`src/rtl/fixed_addsub_pkg.sv`:
```
// fixed_addsub_pkg: op encoding and error-counter width shared by fixed_addsub_pipe and its stages
package fixed_addsub_pkg;
  localparam logic OP_ADD = 1'b0;
  localparam logic OP_SUB = 1'b1;
  localparam int CNT_W = 16;
endpackage

```
`src/rtl/fixed_addsub_pipe_sat.sv`:
```
// fixed_sat_stage: overflow/underflow rule on the S1 result; saturates when FIXED_ADDSUB_SAT_EN is defined, wraps otherwise
module fixed_sat_stage
  import fixed_addsub_pkg::*;
#(
  parameter int INT_W = 8,
  parameter int FRAC_W = 23
) (
  input  logic                    op,
  input  logic [INT_W+FRAC_W:0]   sum,
  output logic [INT_W+FRAC_W-1:0] res,
  output logic                    ovf,
  output logic                    unf
);
  localparam int W = INT_W + FRAC_W;
  // bit W is the carry-out for an add and the borrow (A<B) for a subtract
  always_comb begin
    ovf = (op == OP_ADD) && sum[W];
    unf = (op == OP_SUB) && sum[W];
`ifdef FIXED_ADDSUB_SAT_EN
    res = ovf ? '1 : unf ? '0 : sum[W-1:0];
`else
    res = sum[W-1:0];
`endif
  end
endmodule

```
`src/rtl/fixed_addsub_pipe.sv`:
```
// fixed_addsub_pipe: two-stage unsigned fixed-point add/sub with valid/ready and an error counter
// Build option FIXED_ADDSUB_SAT_EN selects saturating instead of wrapping results.
module fixed_addsub_pipe
  import fixed_addsub_pkg::*;
#(
  parameter int INT_W = 8,
  parameter int FRAC_W = 23
) (
  input  logic              clk,
  input  logic              rst,
  input  logic              in_valid,
  output logic              in_ready,
  input  logic              op,
  input  logic [INT_W-1:0]  a_int,
  input  logic [FRAC_W-1:0] a_frac,
  input  logic [INT_W-1:0]  b_int,
  input  logic [FRAC_W-1:0] b_frac,
  output logic              out_valid,
  input  logic              out_ready,
  output logic [INT_W-1:0]  res_int,
  output logic [FRAC_W-1:0] res_frac,
  output logic              ovf,
  output logic              unf,
  input  logic              cnt_clr,
  output logic [CNT_W-1:0]  err_cnt
);
  localparam int W = INT_W + FRAC_W;
  logic en, v1, op1, ovf_n, unf_n;
  logic [W:0] sum1;
  logic [W-1:0] res_n;
  assign en = !out_valid || out_ready;
  assign in_ready = en;
  fixed_sat_stage #(.INT_W(INT_W), .FRAC_W(FRAC_W)) u_sat (
    .op(op1), .sum(sum1), .res(res_n), .ovf(ovf_n), .unf(unf_n)
  );
  always_ff @(posedge clk or posedge rst)
    if (rst) begin
      v1 <= 1'b0;
      op1 <= 1'b0;
      sum1 <= '0;
      out_valid <= 1'b0;
      {res_int, res_frac} <= '0;
      ovf <= 1'b0;
      unf <= 1'b0;
    end else if (en) begin
      v1 <= in_valid;
      op1 <= op;
      sum1 <= (op == OP_SUB) ? {1'b0, a_int, a_frac} - {1'b0, b_int, b_frac}
                             : {1'b0, a_int, a_frac} + {1'b0, b_int, b_frac};
      out_valid <= v1;
      {res_int, res_frac} <= res_n;
      ovf <= ovf_n && v1;
      unf <= unf_n && v1;
    end
  always_ff @(posedge clk or posedge rst)
    if (rst) err_cnt <= '0;
    else if (cnt_clr) err_cnt <= '0;
    else if (out_valid && out_ready && (ovf || unf) && err_cnt != '1) err_cnt <= err_cnt + 1'b1;
endmodule

```
`config.mk`:
```
export PLATFORM = sky130hd
export DESIGN_NAME = fixed_addsub_pipe
export DESIGN_NICKNAME = d
export VERILOG_FILES = /design/src/rtl/fixed_addsub_pkg.sv /design/src/rtl/fixed_addsub_pipe_sat.sv /design/src/rtl/fixed_addsub_pipe.sv
export SDC_FILE = /design/constraint.sdc
export NUM_CORES = 1
export LEC_CHECK = 0
export BUFFER_PORTS_ARGS = -buffer_cell sky130_fd_sc_hd__buf_2
export CAP_MARGIN = 20
export CORE_MARGIN = 2
export CORE_UTILIZATION = 40
export CTS_BUF_LIST = sky130_fd_sc_hd__clkbuf_4 sky130_fd_sc_hd__clkbuf_8
export CTS_CLUSTER_SIZE = 20
export DETAILED_ROUTE_END_ITERATION = 7
export SYNTH_ARGS = -nofsm -noshare
export SYNTH_HDL_FRONTEND = slang
export SYNTH_HIERARCHICAL = 1
export SYNTH_SLANG_ARGS = --single-unit
```
`constraint.sdc`:
```
create_clock -name clk -period 4.15 [get_ports clk]
set_input_delay 0.83 -clock clk [delete_from_list [all_inputs] [get_ports clk]]
set_output_delay 0.83 -clock clk [all_outputs]
set_load 0.02 [all_outputs]
```
==> results.json <==
{
  "peakVddDrop_mv": 0.184,
  "setup_tns_ps": 0,
  "worstHoldPathCells": 2,
  "cp-start-kind": "input port",
  "drive_gt1_frac": 0.238,
  "path_max_fanout": 4,
  "routedWlPerCell_um": 13.8,
  "fillerInstances": 1395,
  "cts.sinks": 84,
  "crit_family": "simple AND/OR/NAND/NOR gates",
  "grt_pass1_vias": 4996,
  "synth_top_area_frac": 0.355,
  "highest_layer": "met4",
  "relSlewSlack": 0.509,
  "power_density_nw_per_um2": 394,
  "slew_viol_final": 0,
  "synth-edff-count": 0,
  "rows": 44,
  "status": "complete, no violations",
  "rrSetupSlack_ps": 2000,
  "cpPeakStageDelay_ps": 550,
  "worst-slew-pin-transition_ps": 737,
  "final_nets": 954,
  "clock.fmax_mhz": 253,
  "endpoint_kind": "flop",
  "crit_slowest_cell": "or4_4",
  "drc": 0,
  "clock_path_buffers": 2,
  "ant_nets": 0,
  "die_h_um": 126,
  "finalInstanceArea_um2": 7010,
  "track_usage": 0.182,
  "drt_pass1_iterations": 6,
  "wl_met2_um": 6060,
  "vias_per_cell": 5.10,
  "synth-main-ff-cell": "dfrtp_1",
  "clockRootBuffer": "clkbuf_8",
  "reg2reg_to": "err_cnt[13]",
  "ios": 119,
  "grt_pass1_wl_um": 24000,
  "skew_ps": 8.03,
  "drtIter0Drc": 288,
  "critPathBufInv": 2,
  "routed_wl_um": 14400,
  "worst_hold_startpoint": "res_frac[11]",
  "rr_worst_depth": 7,
  "n_antenna_cell": 0,
  "cap_violations": 0,
  "hold_class": "reg2reg",
  "cts_tree": "yes",
  "htreeDepth": 3,
  "ff_latch_area_um2": 2100,
  "whs_ps": 465,
  "synth-seq-cells": 84,
  "initial_utilization": 0.409,
  "worstReg2RegStart": "err_cnt[3]",
  "grt_overflow": 0,
  "synth_area_leaders": "dfrtp_1 36%, nand2_1 9.8%, ha_1 7.0%",
  "critPathKind": "in2reg",
  "crit_chain": "buf_2, or4_4, nor3_4, nand2_1, nor2_2, a21oi_1, xnor2_1, ha_1, a21o_1, o211a_1, a221o_1, buf_4, o21a_1, or4_1, o2111ai_1",
  "finalCriticalPeriod_ps": 3960,
  "core_area_um2": 14500,
  "synth_cells": 728,
  "clkSlewWorstSetupHoldPaths_ps": 80,
  "syn_avg_cell_area_um2": 8.13,
  "cts_buffers": 9,
  "synth_cell_types": 56,
  "seq_area_frac_synth": 0.355,
  "ys_async_sr_fraction": 1.00,
  "p_leak_uw": 0.00345,
  "antenna_found_initial": 0,
  "die_x_um": 126,
  "grt_max_degree": 76,
  "final_util": 0.484,
  "place.gp.congestion": 0.887,
  "area_growth_pct": 18.5,
  "port_buffers": 118,
  "synth_area_leader_cell": "dfrtp_1",
  "syn_nets": 830,
  "synth_area_um2": 5920,
  "place_hpwl_um": 11300,
  "cp.arrival_ps": 4230,
  "finalHoldViolations": 0,
  "hold_end": "res_frac[11]",
  "placed_area_um2": 6800,
  "wl_met3_um": 767,
  "period_share": 0.954,
  "via_count": 5305,
  "clk_latency_ps": 350,
  "dieArea_um2": 15800,
  "multi_input_area_um2": 3450,
  "yosys_warnings": 6,
  "crit_required_ps": 4420,
  "setup_viol": 0,
  "wirelength_met1_um": 7390
}
-- state kept, by name (all words and copies together) (netlist names) --
signal / flops
ovf: 1
op1: 1
res_frac: 23
res_int: 8
sum1: 32
unf: 1
v1: 1
out_valid: 1
err_cnt: 16
-- Yosys cell counts (all sizes together) (18+ instances only) --
library cell    n
buf            37
nand2         155
xor2           18
o21ai          33
nor2           67
nand3          20
xnor2          37
nor3           20
clkbuf         18
inv            18
ha             33
dfrtp          84
a21oi          55
-- cell type report --
cell class | instances | share of cell area
clock buffer | 10 | 0.0187
clock inverter | 6 | 0.00910
inverter | 18 | 0.00982
multi-input combinational | 571 | 0.492
sequential | 84 | 0.300
tap | 184 | 0.0328
timing repair buffer | 168 | 0.138
-- worst reg2reg max path: stages, from the launching register on --
cell     delay [ps]
dfrtp_1         440
and4_1          270
nand3_1         170
o31ai_2         530
nor2_1          210
and3b_1         240
xnor2_1         120
nor2_1           50
-- timing repair --
action | 4_1_cts | 5_1_grt
gates resized for setup | 0 | 2
buffers inserted | 0 | 2
hold endpoints to repair | 0 | 0
setup endpoints to repair | 0 | 3
hold buffers | 0 | 0
-- placed cells by master, fill, tap and decap left out, drive strengths merged, types with 2 or more instances in the layout --
cell	instances
o21ai	33
nor2b	4
o211ai	4
xor2	18
clkbuf	10
clkinvlp	2
o31ai	10
o21a	7
and2	5
a21boi	4
buf	168
a21oi	55
or4	4
o211a	4
nor4	5
a21o	12
nand2b	9
nand3	20
dfrtp	84
inv	18
nor3	20
nand2	155
o2111ai	4
ha	33
and3b	3
a211oi	7
xnor2	37
clkinv	3
a31oi	5
or3	5
o31a	2
nand4	9
and4	5
mux2i	2
and3	5
nor2	67
nand3b	2
o21bai	5
nor3b	4
-- where the power goes --
part           switching (uW)  leakage, uW  internal [uW]
Combinational             640      0.00233            423
Clock                     292    0.0000961            285
Sequential                108      0.00103           1010
-- worst max path at each step --
stage,depth (start not counted),slack (ps),to,start
global placement,15,-120,sum1[29],b_frac[9]
finish,15,190,sum1[25],b_frac[6]
global route,16,-4,sum1[31],b_frac[6]
detailed placement,15,-140,sum1[29],b_frac[9]
CTS,15,220,sum1[31],b_frac[9]
floorplan,14,80,sum1[29],b_frac[9]
-- per-layer routing --
metal  vias to the layer above  track usage
li1                       2743            -
met1                      2381        0.282
met2                       166        0.267
met3                        15       0.0225
met4                         0       0.0503
met5                         -            0
-- through the flow --
stage,total power (uW),setup slack [ps],std cells
after floorplan,1950,77.7,728
final,2760,191,1041
after detailed placement,2210,-138,1023
after global placement,2180,-115,1023
after global routing,2970,-3.83,1041
after CTS,2790,225,1039
-- logic make-up after synthesis --
| family | count (synthesis) | synth area share |
|---|---|---|
| mux | 2 | 0.00338 |
| buf+inv | 73 | 0.0662 |
| simple gates | 324 | 0.252 |
| fa+ha+maj | 34 | 0.0732 |
| flops | 84 | 0.355 |
| xor+xnor | 55 | 0.0814 |
| compound gates | 156 | 0.169 |
No activity file was read; power rests on OpenSTA's default activity.
